==> src/rtl/regfile_pkg.sv <==
// Shared types for the register-file write-back path: index/word types, FSM states and source ids.
package regfile_pkg;

  localparam int DATA_W   = 32;
  localparam int ADDR_W   = 5;
  localparam int NUM_REGS = 2 ** ADDR_W;

  typedef logic [ADDR_W-1:0] reg_idx_t;
  typedef logic [DATA_W-1:0] word_t;

  typedef enum logic {ST_CLEAR, ST_RUN} wb_state_t;
  typedef enum logic {SRC_ALU, SRC_LD} wb_src_t;

endpackage

==> src/rtl/regfile_wb_ctrl_arb.sv <==
// 2-input round-robin arbiter; grant is combinational, last_gnt moves only on a completed transfer.
module wb_rr_arb
  import regfile_pkg::*;
(
  input  logic       clk,
  input  logic       rst_n,
  input  logic       req_alu,
  input  logic       req_ld,
  input  logic       en,
  input  logic       xfer_done,
  output logic [1:0] gnt        // [0] = ALU, [1] = LD
);

  wb_src_t last_gnt_q, last_gnt_d;

  always_comb begin
    gnt = 2'b00;
    if (en) begin
      if (req_alu && req_ld) begin
        gnt = (last_gnt_q == SRC_LD) ? 2'b01 : 2'b10;
      end else begin
        gnt = {req_ld, req_alu};
      end
    end
  end

  // Kept separate from the grant logic: xfer_done is derived from gnt outside this module.
  always_comb begin
    last_gnt_d = last_gnt_q;
    if (xfer_done) begin
      last_gnt_d = gnt[1] ? SRC_LD : SRC_ALU;
    end
  end

  always_ff @(posedge clk or negedge rst_n) begin
    if (!rst_n) begin
      last_gnt_q <= SRC_LD;
    end else begin
      last_gnt_q <= last_gnt_d;
    end
  end

endmodule

==> src/rtl/regfile_wb_ctrl.sv <==
// Write-back controller sharing reg_file's single write port between ALU and load unit (RR, x0 dropped).
// Write request is registered (1 cycle after acceptance); REGFILE_CLEAR_EN adds a post-reset clear of all registers.
module regfile_wb_ctrl
  import regfile_pkg::*;
#(
  parameter int DATA_W   = 32,
  parameter int ADDR_W   = 5,
  parameter int NUM_REGS = 32
) (
  input  logic              clk,
  input  logic              rst_n,
  input  logic              alu_valid,
  output logic              alu_ready,
  input  logic [ADDR_W-1:0] alu_rd,
  input  logic [DATA_W-1:0] alu_data,
  input  logic              ld_valid,
  output logic              ld_ready,
  input  logic [ADDR_W-1:0] ld_rd,
  input  logic [DATA_W-1:0] ld_data,
  output logic              rf_en,
  output logic [ADDR_W-1:0] rf_write_reg,
  output logic [DATA_W-1:0] rf_write_data,
  output logic              busy
);

  wb_state_t         state_q, state_d;
  logic              rf_en_q, rf_en_d;
  logic [ADDR_W-1:0] wr_reg_q, wr_reg_d;
  logic [DATA_W-1:0] wr_data_q, wr_data_d;

  logic              port_open;
  logic [1:0]        gnt;
  logic              xfer;
  logic [ADDR_W-1:0] sel_rd;
  logic [DATA_W-1:0] sel_data;
  logic              sel_writes;

  // rst_n gates readiness directly so nothing is accepted while reset is held.
  assign port_open = rst_n && (state_q == ST_RUN);

  wb_rr_arb u_arb (
    .clk       (clk),
    .rst_n     (rst_n),
    .req_alu   (alu_valid),
    .req_ld    (ld_valid),
    .en        (port_open),
    .xfer_done (xfer),
    .gnt       (gnt)
  );

  assign alu_ready  = gnt[0];
  assign ld_ready   = gnt[1];
  assign xfer       = (alu_valid && alu_ready) || (ld_valid && ld_ready);
  assign sel_rd     = ld_ready ? ld_rd : alu_rd;
  assign sel_data   = ld_ready ? ld_data : alu_data;
  assign sel_writes = (sel_rd != '0) && (int'(sel_rd) < NUM_REGS);

`ifdef REGFILE_CLEAR_EN
  logic [ADDR_W-1:0] clr_cnt_q, clr_cnt_d;

  always_ff @(posedge clk or negedge rst_n) begin
    if (!rst_n) begin
      clr_cnt_q <= '0;
    end else begin
      clr_cnt_q <= clr_cnt_d;
    end
  end

  assign busy = (state_q == ST_CLEAR);
`else
  assign busy = 1'b0;
`endif

  always_comb begin
    state_d   = state_q;
    rf_en_d   = 1'b0;
    wr_reg_d  = wr_reg_q;
    wr_data_d = wr_data_q;
`ifdef REGFILE_CLEAR_EN
    clr_cnt_d = clr_cnt_q;
`endif
    case (state_q)
      ST_CLEAR: begin
`ifdef REGFILE_CLEAR_EN
        rf_en_d   = 1'b1;
        wr_reg_d  = clr_cnt_q;
        wr_data_d = '0;
        clr_cnt_d = clr_cnt_q + 1'b1;
        if (int'(clr_cnt_q) == NUM_REGS - 1) begin
          state_d = ST_RUN;
        end
`else
        state_d = ST_RUN;
`endif
      end
      default: begin
        if (xfer && sel_writes) begin
          rf_en_d   = 1'b1;
          wr_reg_d  = sel_rd;
          wr_data_d = sel_data;
        end
      end
    endcase
  end

  always_ff @(posedge clk or negedge rst_n) begin
    if (!rst_n) begin
`ifdef REGFILE_CLEAR_EN
      state_q   <= ST_CLEAR;
`else
      state_q   <= ST_RUN;
`endif
      rf_en_q   <= 1'b0;
      wr_reg_q  <= '0;
      wr_data_q <= '0;
    end else begin
      state_q   <= state_d;
      rf_en_q   <= rf_en_d;
      wr_reg_q  <= wr_reg_d;
      wr_data_q <= wr_data_d;
    end
  end

  assign rf_en         = rf_en_q;
  assign rf_write_reg  = wr_reg_q;
  assign rf_write_data = wr_data_q;

endmodule

==> config.mk <==
export PLATFORM = sky130hd
export DESIGN_NAME = regfile_wb_ctrl
export DESIGN_NICKNAME = d
export VERILOG_FILES = /design/src/rtl/regfile_pkg.sv /design/src/rtl/regfile_wb_ctrl_arb.sv /design/src/rtl/regfile_wb_ctrl.sv
export SDC_FILE = /design/constraint.sdc
export NUM_CORES = 1
export LEC_CHECK = 0
export ABC_AREA = 1
export BUFFER_PORTS_ARGS = -buffer_cell sky130_fd_sc_hd__buf_2
export CELL_PAD_IN_SITES_DETAIL_PLACEMENT = 0
export CELL_PAD_IN_SITES_GLOBAL_PLACEMENT = 1
export CORE_ASPECT_RATIO = 0.9
export CORE_MARGIN = 2
export CORE_UTILIZATION = 31
export CTS_CLUSTER_SIZE = 12
export DETAILED_ROUTE_END_ITERATION = 10
export GPL_ROUTABILITY_DRIVEN = 0
export PLACE_DENSITY_LB_ADDON = 0.1
export SYNTH_ARGS = -nofsm -noshare
export SYNTH_HDL_FRONTEND = slang
export SYNTH_SLANG_ARGS = --single-unit
==> constraint.sdc <==
create_clock -name clk -period 3.35 [get_ports clk]
set_clock_uncertainty 0.2 [all_clocks]
set_input_delay 0.335 -clock clk [delete_from_list [all_inputs] [get_ports clk]]
set_output_delay 0.335 -clock clk [all_outputs]
set_load 0.03 [all_outputs]
**Word-level counts from Yosys, hierarchy flattened**

Index checks and enable logic that the tools add are counted.

- Muxes and demuxes: 7
- Reductions and logical operators: 6

Operators with widths:

| kind | count |
|---|---|
| $mux 32 | 1 |
| $mux 2 | 3 |
| $mux 5 | 1 |
| $reduce_bool 5->1 | 1 |
| $logic_and 1x1->1 | 4 |
| $mux 1 | 2 |
| $logic_or 1x1->1 | 1 |

- Register bits: 39
- Input bits: 78
- Output and inout port bits: 41
- Logic and storage cells: 17

**Depth between registers and ports, before layout**

Gate-level depths: netlist of run 1.

- Word-level depth: 7
- Depth in mapped cells: 12
- Gate-level depth less buffers: 10

**By module**

Synthesis of run 1 repeated with hierarchy kept, for this count alone.

- Cell total of the unflattened synthesis: 299
- Area total of the unflattened synthesis: 2058.2 um2

Modules (own cells, without submodules):

| module | times used | cells an instance | area an instance (um2) | sequential area each (um2) |
|---|---|---|---|---|
| regfile_wb_ctrl | 1 | 288 | 1988.2 | 950.9 |
| wb_rr_arb | 1 | 11 | 70.1 | 26.3 |

**Least setup slack after synthesis of run 1**

No wires, ideal clock.

- Path type: register to register
- Start: register u_arb.last_gnt_q
- End: register wr_data_q[10] (netlist: rf_write_data[10])
- Library setup time: 0.118 ns
- Arrival time: 1.865 ns
- Required time: 3.032 ns
- Path slack: 1.167 ns
- Stages on the path, launching flop included: 9
- Path buffers: 2
- Period minus slack after synthesis: 2.183 ns
- Cells stage by stage: dfstp_2 -> inv_1 -> a21oi_1 -> nor2_1 -> o21bai_2 -> buf_4 -> buf_6 -> nand2_1 -> nand2_1

- Cells in the longest elaborated chain, start to end: 6
- Elaborated cells on any way between the ends: 10
- Those cells by class: mux: 5; reduce/logical: 5

RTL lines:

| what | line | text |
|---|---|---|
| from (decl) | regfile_wb_ctrl_arb.sv:14 | `wb_src_t last_gnt_q, last_gnt_d;` |
| from (signal assigned) | regfile_wb_ctrl_arb.sv:39 | `last_gnt_q <= last_gnt_d;` |
| $mux 2 | regfile_wb_ctrl_arb.sv:20 | `gnt = (last_gnt_q == SRC_LD) ? 2'b01 : 2'b10;` |
| $mux 2 | regfile_wb_ctrl_arb.sv:19 | `if (req_alu && req_ld) begin` |
| $mux 2 | regfile_wb_ctrl_arb.sv:18 | `if (en) begin` |
| via alu_ready | regfile_wb_ctrl.sv:13 | `output logic alu_ready,` |
| $logic_and 1x1->1 | regfile_wb_ctrl.sv:53 | `assign xfer = (alu_valid && alu_ready) \|\| (ld_valid && ld_ready);` |
| $logic_or 1x1->1 | regfile_wb_ctrl.sv:53 |  |
| $logic_and 1x1->1 | regfile_wb_ctrl.sv:97 | `if (xfer && sel_writes) begin` |
| to (signal assigned) | regfile_wb_ctrl.sv:120 | `wr_data_q <= wr_data_d;` |
| to (decl) | regfile_wb_ctrl.sv:29 | `logic [DATA_W-1:0] wr_data_q, wr_data_d;` |

The timed path passes the listed nets, and every way through them passes these cells.
A chain may end at the register's enable or synchronous reset.

**Worst setup path in the final report of run 1**

- Start: input port rst_n
- End: register wr_data_q[22] (netlist: rf_write_data[22])

- Cells in the longest elaborated chain, start to end: 4
- Elaborated cells on any way between the ends: 8
- Those cells by class: mux: 3; reduce/logical: 5

RTL lines:

| what | line | text |
|---|---|---|
| from (decl) | regfile_wb_ctrl.sv:11 | `input logic rst_n,` |
| $mux 2 (*) | regfile_wb_ctrl_arb.sv:18 |  |
| $mux 5 or $logic_and 1x1->1 (tied branches) | regfile_wb_ctrl.sv:54, regfile_wb_ctrl.sv:53 |  |
| $reduce_bool 5->1 or $logic_or 1x1->1 (tied branches) | regfile_wb_ctrl.sv:56, regfile_wb_ctrl.sv:53 |  |
| $logic_and 1x1->1 | regfile_wb_ctrl.sv:97 |  |

Every way passes the cells marked *; elsewhere a longest branch is shown, timed or not.

==> results.json, run 1 <==
{
  "pwr-share-comb_pct": 39.2,
  "wl_per_cell_um": 11.8,
  "min_path_type": "in2reg",
  "yosys_warnings": 0,
  "switching_share_pct": 41.1,
  "cts_buffers": 5,
  "power.density_nw_per_um2": 540,
  "core_sq_um": 6590,
  "initial_utilization_pct": 31.9,
  "synth_top_area_share_pct": 45.2,
  "grt-ovfl-total": 0,
  "drtIter0Drc": 96,
  "cts_buffer_depth": 2,
  "first_pass_iters": 4,
  "synth-edff-count": 0,
  "antenna_found_initial": 0,
  "h-tree-depth": 2,
  "rsz0062_at_grt": "no",
  "ff_latch_area_sq_um": 977,
  "endpoint_kind": "flop",
  "fin_ws_ps": 545,
  "worstSetupStartpointType": "primary input",
  "clockPowerShare_pct": 19.7,
  "ys_top_cells_by_area": "dfrtp_1, nand2_1, nand3_1, inv_1, buf_6",
  "dieArea_sq_um": 7460,
  "clock_latency_ps": 280,
  "port_buffers": 117,
  "syn2layout_area_growth_pct": 35.4,
  "crit_path_max_fanout": 36,
  "clock-sinks": 39,
  "yosysSeqAreaShare_pct": 46.5,
  "seqPwrFrac_pct": 41.1,
  "vias": 2193,
  "postPlaceCellArea_sq_um": 2760,
  "synthCells": 309,
  "synth_cell_types": 22,
  "viasPerCell": 4.29,
  "internal_power_mw": 0.906,
  "slew_headroom_pct": 31.2,
  "synth_top_flop_cell": "dfrtp_1",
  "layout-drive-gt1-share_pct": 31.8,
  "multi_input_comb_area_sq_um": 977,
  "synth_fp_nets": 387,
  "synth-async-reset-ratio_pct": 100,
  "status": "finished clean",
  "dieWidth_um": 90.8,
  "cts_tree": "built",
  "cts_root_buf": "clkbuf_8",
  "final_area_sq_um": 2850,
  "post-place-ws_ps": 775,
  "ant_nets": 0,
  "min_period_over_period_pct": 83.7,
  "cp_common_cell": "nand2_1",
  "grt_max_degree": 40,
  "crit_family": "buffers and inverters",
  "syn_avg_cell_area_sq_um": 6.80,
  "slew_viol_final": 0,
  "antenna_cells": 0,
  "slowest_stage": "clkinv_1",
  "routed_wirelength_um": 6010,
  "io_pins": 119,
  "largest_reg_flops": 32,
  "cts_resized": 0,
  "worst-path-buf-inv": 3,
  "drcViolationCount": 0,
  "nets": 498,
  "dp_hpwl_um": 4290,
  "ir_drop_mv": 0.140,
  "worstSetupPathType": "in2reg",
  "cp.arrival_ps": 2770,
  "crit_path_max_incr_delay_ps": 830,
  "max_cap_violations": 0,
  "grt_pass1_vias": 2127,
  "clkSlewWorstSetupHoldPaths_ps": 80,
  "grt_pass1_wl_um": 10100,
  "path_cells": "dlygate4sd3_1, buf_2, nand2_1, a21oi_4, nor2_1, clkinv_1, nand3_1, nand2_1",
  "tightest_slew_ps": 1030,
  "hold_violations": 0,
  "synth_area_sq_um": 2100,
  "max_clock_freq_mhz": 357,
  "std_cell_rows": 28,
  "n_fill_cell": 732,
  "setup_violations": 0,
  "ys_ff_latch": 39,
  "period_minus_slack_ps": 2800,
  "fp.dieH_um": 82.1,
  "p_leak_nw": 1.78,
  "netSwitchingPower_mw": 0.632,
  "worst-endpoint-required_ps": 3320,
  "synth.largest_area_cell": "dfrtp_1",
  "grt_usage_pct": 16.9,
  "fin_tns_setup_ps": 0
}
==> power groups by stage <==
stage	registers (mW)	clock network [mW]	logic (mW)
CTS	0.633	0.318	0.613
floorplan	0.841	0	0.194
global route	0.648	0.341	0.668
finish	0.632	0.303	0.603
detailed placement	0.640	0	0.612
global placement	0.640	0	0.609
==> worst reg2reg max path: cells and delay by family, from the launching register on <==
family,cells,cell delay (ps)
simple gates,3,660
flops,1,570
buf+inv,1,830
compound gates,1,150
==> final timing paths <==
check | start | end | slack, ps | cells after the start
min in group asynchronous | rst_n | rf_write_data[30] | 500 | 3
max in group asynchronous | rst_n | u_arb.last_gnt_q | 2080 | 3
worst max register to register | u_arb.last_gnt_q | rf_write_data[22] | 830 | 5
worst min-delay path | ld_data[26] | rf_write_data[26] | 170 | 5
worst min register to register | rf_write_data[4] | rf_write_data[4] | 270 | 2
worst max-delay path | rst_n | rf_write_data[22] | 550 | 8
==> stage by stage <==
stage | util, % | power [mW] | std cells | hold slack, ps
floorplan | - | 1.04 | 309 | -161
global placement | 41.8 | 1.25 | 502 | 250
detailed placement | 41.8 | 1.25 | 502 | 253
CTS | 43.2 | 1.56 | 511 | 167
global route | 43.2 | 1.66 | 511 | 192
finish | 43.2 | 1.54 | 511 | 171
==> timing repair <==
item	CTS	global route
endpoints found under the hold margin	2	0
endpoints found under the setup margin	0	0
hold buffers	1	0
setup buffers	0	0
==> cell usage in the layout, fill, tap and decap left out, drive strengths merged <==
master / synthesis / layout
dfrtp: 38 / 38
dfstp: 1 / 1
buf: 10 / 121
nand3: 39 / 39
conb: 1 / 1
dlygate4sd3: 0 / 1
nand3b: 1 / 1
o21ai: 2 / 2
clkinv: 1 / 2
a21oi: 2 / 2
clkbuf: 8 / 7
inv: 15 / 15
nor2: 2 / 2
o21bai: 1 / 1
nand2: 187 / 187
or2: 1 / 1
==> synth_stat cells, types with 2 or more instances <==
| cell | number |
|---|---|
| buf_2 | 4 |
| buf_4 | 2 |
| buf_6 | 3 |
| clkbuf_1 | 8 |
| dfrtp_1 | 38 |
| inv_1 | 14 |
| nand2_1 | 185 |
| nand2_2 | 2 |
| nand3_1 | 39 |
| nor2_1 | 2 |
==> kinds of logic after synthesis <==
logic type | synth area share, %
AOI/OAI and AO/OA | 1.67
and+or+nand+nor | 43.9
buffers and inverters | 7.74
other | 0.178
DFF | 46.5
==> area by class of cell <==
class	instances	share of cell area [%]
tap	90	3.96
sequential	39	34.3
inverter	16	2.11
clock inverter	1	0.176
clock buffer	7	2.68
multi-input combinational	236	34.3
timing repair buffer	122	22.4
==> routing by layer <==
metal	wire, um	GRT usage [%]	up-vias
li1	-	-	1165
met1	2910	23.5	932
met2	2580	26.8	91
met3	464	4.08	5
met4	46	4.55	0
met5	0	0	-
Note: power is estimated with default switching activity, not from simulation.
==> inputs of run 2 (changes only) <==
CORE_UTILIZATION = 26   (was 31)
clock period = 2.5 ns   (was 3.35 ns; I/O delays follow)
==> run 2 against run 1 <==
Routed wire length increased by 2.7%. Count of clock-buffer cells in the layout is the same. Sequential share of layout area down 0.64 points. Die area grew 18%. Hold slack worse by 87 ps. Register-to-register slack worse by 380 ps. Global-route usage shrank 2.6 points. Non-clock buffer count is 4 higher. Power increased by 35%.
==> results.json, run 2 (synthesis gave the netlist of run 1 again) <==
{
  "grt_pass1_wl_um": 10100,
  "crit_path_max_fanout": 34,
  "final_common_cell": "nand2_1",
  "n_fill_cell": 906,
  "port_buffers": 117,
  "hold_start": "ld_data[18]",
  "max_cap_violations": 0,
  "slowest_stage": "dlygate4sd3_1",
  "clkSlewWorstSetupHoldPaths_ps": 80,
  "timing.rr.end": "rf_write_data[9]",
  "endpoint_kind": "primary output",
  "whs_path_depth": 5,
  "wl_per_cell_um": 11.8,
  "hold_violations": 0,
  "routed_wirelength_um": 6170,
  "grt_usage_pct": 14.4,
  "worst-path-buf-inv": 4,
  "h-tree-depth": 2,
  "layout-drive-gt1-share_pct": 32.5,
  "slew_viol_final": 0,
  "grt-ovfl-total": 0,
  "r2r_start": "u_arb.last_gnt_q",
  "worstRegToRegCells": 10,
  "post-place-ws_ps": 457,
  "rsz0062_at_grt": "no",
  "cp_common_cell": "buf_2",
  "vias": 2190,
  "netSwitchingPower_mw": 0.854,
  "syn2layout_area_growth_pct": 38.0,
  "antenna_found_initial": 0,
  "hold_slack_ps": 84.6,
  "mostFrequentLayoutCells": "nand2_1, buf_2, nand3_1, dfrtp_1, inv_1",
  "worstSetupStartpointType": "primary input",
  "cts_buffers": 5,
  "cts_buffer_depth": 2,
  "post_cts_buffers": 0,
  "path_cells": "dlygate4sd3_1, buf_2, nand2_1, a21oi_4, buf_4, buf_2",
  "first_pass_iters": 4,
  "finalPower_mw": 2.07,
  "drcViolationCount": 0,
  "antenna_cells": 0,
  "crit_family": "buffers and inverters",
  "fp.dieH_um": 89.3,
  "cts_tree": "built",
  "fin_tns_setup_ps": 0,
  "ant_nets": 0,
  "worstSetupPathType": "in2out",
  "largest_reg_flops": 32,
  "dp_hpwl_um": 4480,
  "tightest_slew_ps": 543,
  "cts_root_buf": "clkbuf_8",
  "worst-endpoint-required_ps": 2050,
  "slew_headroom_pct": 63.8,
  "clock_latency_ps": 280,
  "holdPathEnd": "rf_write_data[18]",
  "min_path_type": "in2reg",
  "drtIter0Drc": 104,
  "initial_utilization_pct": 26.4,
  "cp.arrival_ps": 1750,
  "nets": 502,
  "dieArea_sq_um": 8820,
  "grt_pass1_vias": 2126,
  "cp.depth": 6,
  "max_clock_freq_mhz": 455,
  "p_leak_nw": 1.80,
  "pwr-share-comb_pct": 39.4,
  "cts_resized": 0,
  "clock-sinks": 39,
  "std_cell_rows": 31,
  "io_pins": 119,
  "viasPerCell": 4.18,
  "crit_path_max_incr_delay_ps": 520,
  "core_sq_um": 7950,
  "switching_share_pct": 41.2,
  "power.density_nw_per_um2": 715,
  "grt_max_degree": 40,
  "internal_power_mw": 1.22,
  "setup_violations": 0,
  "min_period_over_period_pct": 87.8,
  "ir_drop_mv": 0.172,
  "fin_ws_ps": 304,
  "period_minus_slack_ps": 2200,
  "clockPowerShare_pct": 19.9,
  "seqPwrFrac_pct": 40.7,
  "rrSetupSlack_ps": 450,
  "dieWidth_um": 98.8,
  "status": "finished clean"
}
## run 2: metrics by stage
| stage | instances | util [%] | instance area, sq um |
|---|---|---|---|
| after floorplan | 309 | - | 2100 |
| after global placement | 515 | 35.3 | 2810 |
| after detailed placement | 515 | 35.3 | 2810 |
| after CTS | 524 | 36.5 | 2900 |
| after global routing | 524 | 36.5 | 2900 |
| final | 524 | 36.5 | 2900 |
## run 2: power by group through the flow
stage,registers [mW],logic (mW),clock network [mW]
global route,0.862,0.910,0.462
floorplan,1.13,0.260,0
global placement,0.856,0.831,0
CTS,0.847,0.834,0.437
finish,0.844,0.819,0.413
detailed placement,0.858,0.832,0
## run 2: per-layer routing
metal	global-route usage (%)	up-vias	routed length, um
met2	23.3	79	2650
met4	3.74	0	51
met1	18.8	937	3020
li1	-	1168	-
met3	4.53	6	458
met5	0	-	0
## run 2: repair_timing
item | 4_1_cts | 5_1_grt
endpoints found under the hold margin | 38 | 0
hold buffers | 1 | 0
setup endpoints to repair | 0 | 0
## run 2: worst max-delay path by stage
stage | endpoint | slack (ps) | start
3_5_place_dp | rf_write_data[14] | 460 | u_arb.last_gnt_q
6_report | ld_ready | 300 | rst_n
4_1_cts | ld_ready | 290 | rst_n
5_1_grt | rf_write_data[9] | 140 | rst_n
2_1_floorplan | rf_write_data[10] | 320 | u_arb.last_gnt_q
3_3_place_gp | rf_write_data[14] | 540 | u_arb.last_gnt_q
## run 2: layout make-up
type,count,area (sq um),share of cell area (%)
clock inverters,1,5.00,0.173
clock buffers,7,76.3,2.63
flip-flops and latches,39,977,33.7
repair buffers,126,681,23.5
well taps,99,124,4.27
inverters,16,60.1,2.07
multi-input cells,236,977,33.7
## run 2: worst register-to-register path: stages, from the launching register on
cell and delay, ps:
dfstp_2 570, nand2_1 110, nand2_2 180, nand2_1 70
o21ai_1 100, nand2_1 130, inv_1 90, nand2_2 150
buf_12 220, nand3_1 80, nand2_1 60
==> inputs of run 3 (changes only) <==
--- a/config.mk
+++ b/config.mk
@@ -16,5 +16,6 @@
 export DETAILED_ROUTE_END_ITERATION = 10
 export GPL_ROUTABILITY_DRIVEN = 0
-export PLACE_DENSITY_LB_ADDON = 0.1
+export PLACE_DENSITY = 0.81
+export SLEW_MARGIN = 10
 export SYNTH_ARGS = -nofsm -noshare
 export SYNTH_HDL_FRONTEND = slang
==> constraint.sdc (replaced) <==
create_clock -name clk -period 2.5 [get_ports clk]
set_clock_uncertainty 0.2 [all_clocks]
set_input_delay 0.375 -clock clk [delete_from_list [all_inputs] [get_ports clk]]
set_output_delay 0.375 -clock clk [all_outputs]
set_load 0.03 [all_outputs]
==> run 3 against run 2 <==
Power increased by 0.16%. Count of clock-buffer cells in the layout down 2. Die area is the same.
==> results.json, run 3 (synthesis gave the netlist of run 1 again) <==
{
  "rrSetupSlack_ps": 290,
  "drtIter0Drc": 53,
  "clock-sinks": 39,
  "initial_utilization_pct": 26.4,
  "cp.arrival_ps": 2190,
  "switching_share_pct": 41.6,
  "core_sq_um": 7950,
  "seqPwrFrac_pct": 40.5,
  "ir_drop_mv": 0.217,
  "final_common_cell": "nand2_1",
  "slew_headroom_pct": 56.3,
  "worstSetupPathType": "reg2reg",
  "max_cap_violations": 0,
  "endpoint_kind": "flop",
  "cts_buffer_depth": 2,
  "period_minus_slack_ps": 2210,
  "worst-endpoint-required_ps": 2480,
  "tightest_slew_ps": 654,
  "post_cts_buffers": 0,
  "grt_pass1_wl_um": 9400,
  "antenna_found_initial": 0,
  "antenna_cells": 0,
  "nets": 501,
  "grt_usage_pct": 13.3,
  "rsz0062_at_grt": "no",
  "pwr-share-comb_pct": 39.2,
  "port_buffers": 117,
  "cts_buffers": 5,
  "fin_ws_ps": 290,
  "postPlaceCellArea_sq_um": 2780,
  "max_clock_freq_mhz": 453,
  "power.density_nw_per_um2": 723,
  "cts_resized": 0,
  "min_path_type": "in2async",
  "final_area_sq_um": 2870,
  "cts_hold_buf": 0,
  "h-tree-depth": 2,
  "min_period_over_period_pct": 88.4,
  "cts_root_buf": "clkbuf_8",
  "viasPerCell": 4.26,
  "clkSlewWorstSetupHoldPaths_ps": 80,
  "routed_wirelength_um": 5990,
  "n_fill_cell": 883,
  "dp_hpwl_um": 4510,
  "first_pass_iters": 4,
  "fin_tns_setup_ps": 0,
  "layout-drive-gt1-share_pct": 33.0,
  "wl_per_cell_um": 11.5,
  "std_cell_rows": 31,
  "grt_pass1_vias": 2042,
  "dieWidth_um": 98.8,
  "setup_violations": 0,
  "io_pins": 119,
  "grt-ovfl-total": 0,
  "slew_viol_final": 0,
  "hold_violations": 0,
  "cts_tree": "built",
  "post-place-ws_ps": 262,
  "mostFrequentLayoutCells": "nand2_1, buf_2, nand3_1, dfrtp_1, inv_1",
  "largest_reg_flops": 32,
  "drcViolationCount": 0,
  "grt_max_degree": 40,
  "crit_path_max_fanout": 35,
  "internal_power_mw": 1.21,
  "clock_latency_ps": 280,
  "clockPowerShare_pct": 20.3,
  "worstSetupStartpointType": "flop",
  "syn2layout_area_growth_pct": 36.7,
  "ant_nets": 0,
  "netSwitchingPower_mw": 0.865,
  "p_leak_nw": 1.79,
  "status": "finished clean",
  "vias": 2226,
  "fp.dieH_um": 89.3,
  "dieArea_sq_um": 8820
}
-- run 3: path summary, 6_finish.rpt --
check | from | endpoint | depth (start not counted)
min in group clk | ld_data[11] | rf_write_data[11] | 5
worst min register to register | rf_write_data[29] | rf_write_data[29] | 2
worst max-delay path | u_arb.last_gnt_q | rf_write_data[15] | 9
max in group asynchronous | rst_n | u_arb.last_gnt_q | 2
worst min-delay path | rst_n | rf_write_data[20] | 2
worst max register to register | u_arb.last_gnt_q | rf_write_data[15] | 9
-- run 3: power groups by stage --
| stage | Clock (mW) | Combinational [mW] | Sequential, mW |
|---|---|---|---|
| final | 0.422 | 0.814 | 0.842 |
| after global routing | 0.472 | 0.892 | 0.861 |
| after CTS | 0.444 | 0.828 | 0.843 |
| after detailed placement | 0 | 0.826 | 0.854 |
| after global placement | 0 | 0.816 | 0.852 |
| after floorplan | 0 | 0.260 | 1.13 |
-- run 3: per-stage QoR --
stage	hold WS [ps]	power, mW	utilization [%]	cells
global route	58.1	2.22	36.1	523
global placement	250	1.67	35.0	515
CTS	40.8	2.12	36.1	523
finish	24.6	2.08	36.1	523
detailed placement	253	1.68	35.0	515
floorplan	-121	1.39	-	309
-- run 3: cell type report --
cell class                      instances  area [sq um]  share of cell area (%)
Timing Repair Buffer                  125           646                    22.5
Inverter                               16          60.1                    2.09
Multi-Input combinational cell        236           977                    34.0
Clock buffer                            5          68.8                    2.40
Tap cell                               99           124                    4.31
Clock inverter                          3          20.0                   0.697
Sequential cell                        39           977                    34.0
-- run 3: worst max-delay path, stage by stage (launching register included) --
cell and delay (ps):
dfstp_2 580, nand2_1 120, nand2_2 160, nand2_1 70, o21ai_1 90, nand2_1 120, inv_1 80, nand2_2 380
nand3_1 220, nand2_1 70
-- run 3: metal layers --
metal	vias up	GRT usage [%]	share of wire, %
met3	2	3.36	6.6
met2	71	22.5	45
met5	-	0	0
met4	0	2.62	0.28
met1	987	17.5	48
li1	1166	-	-
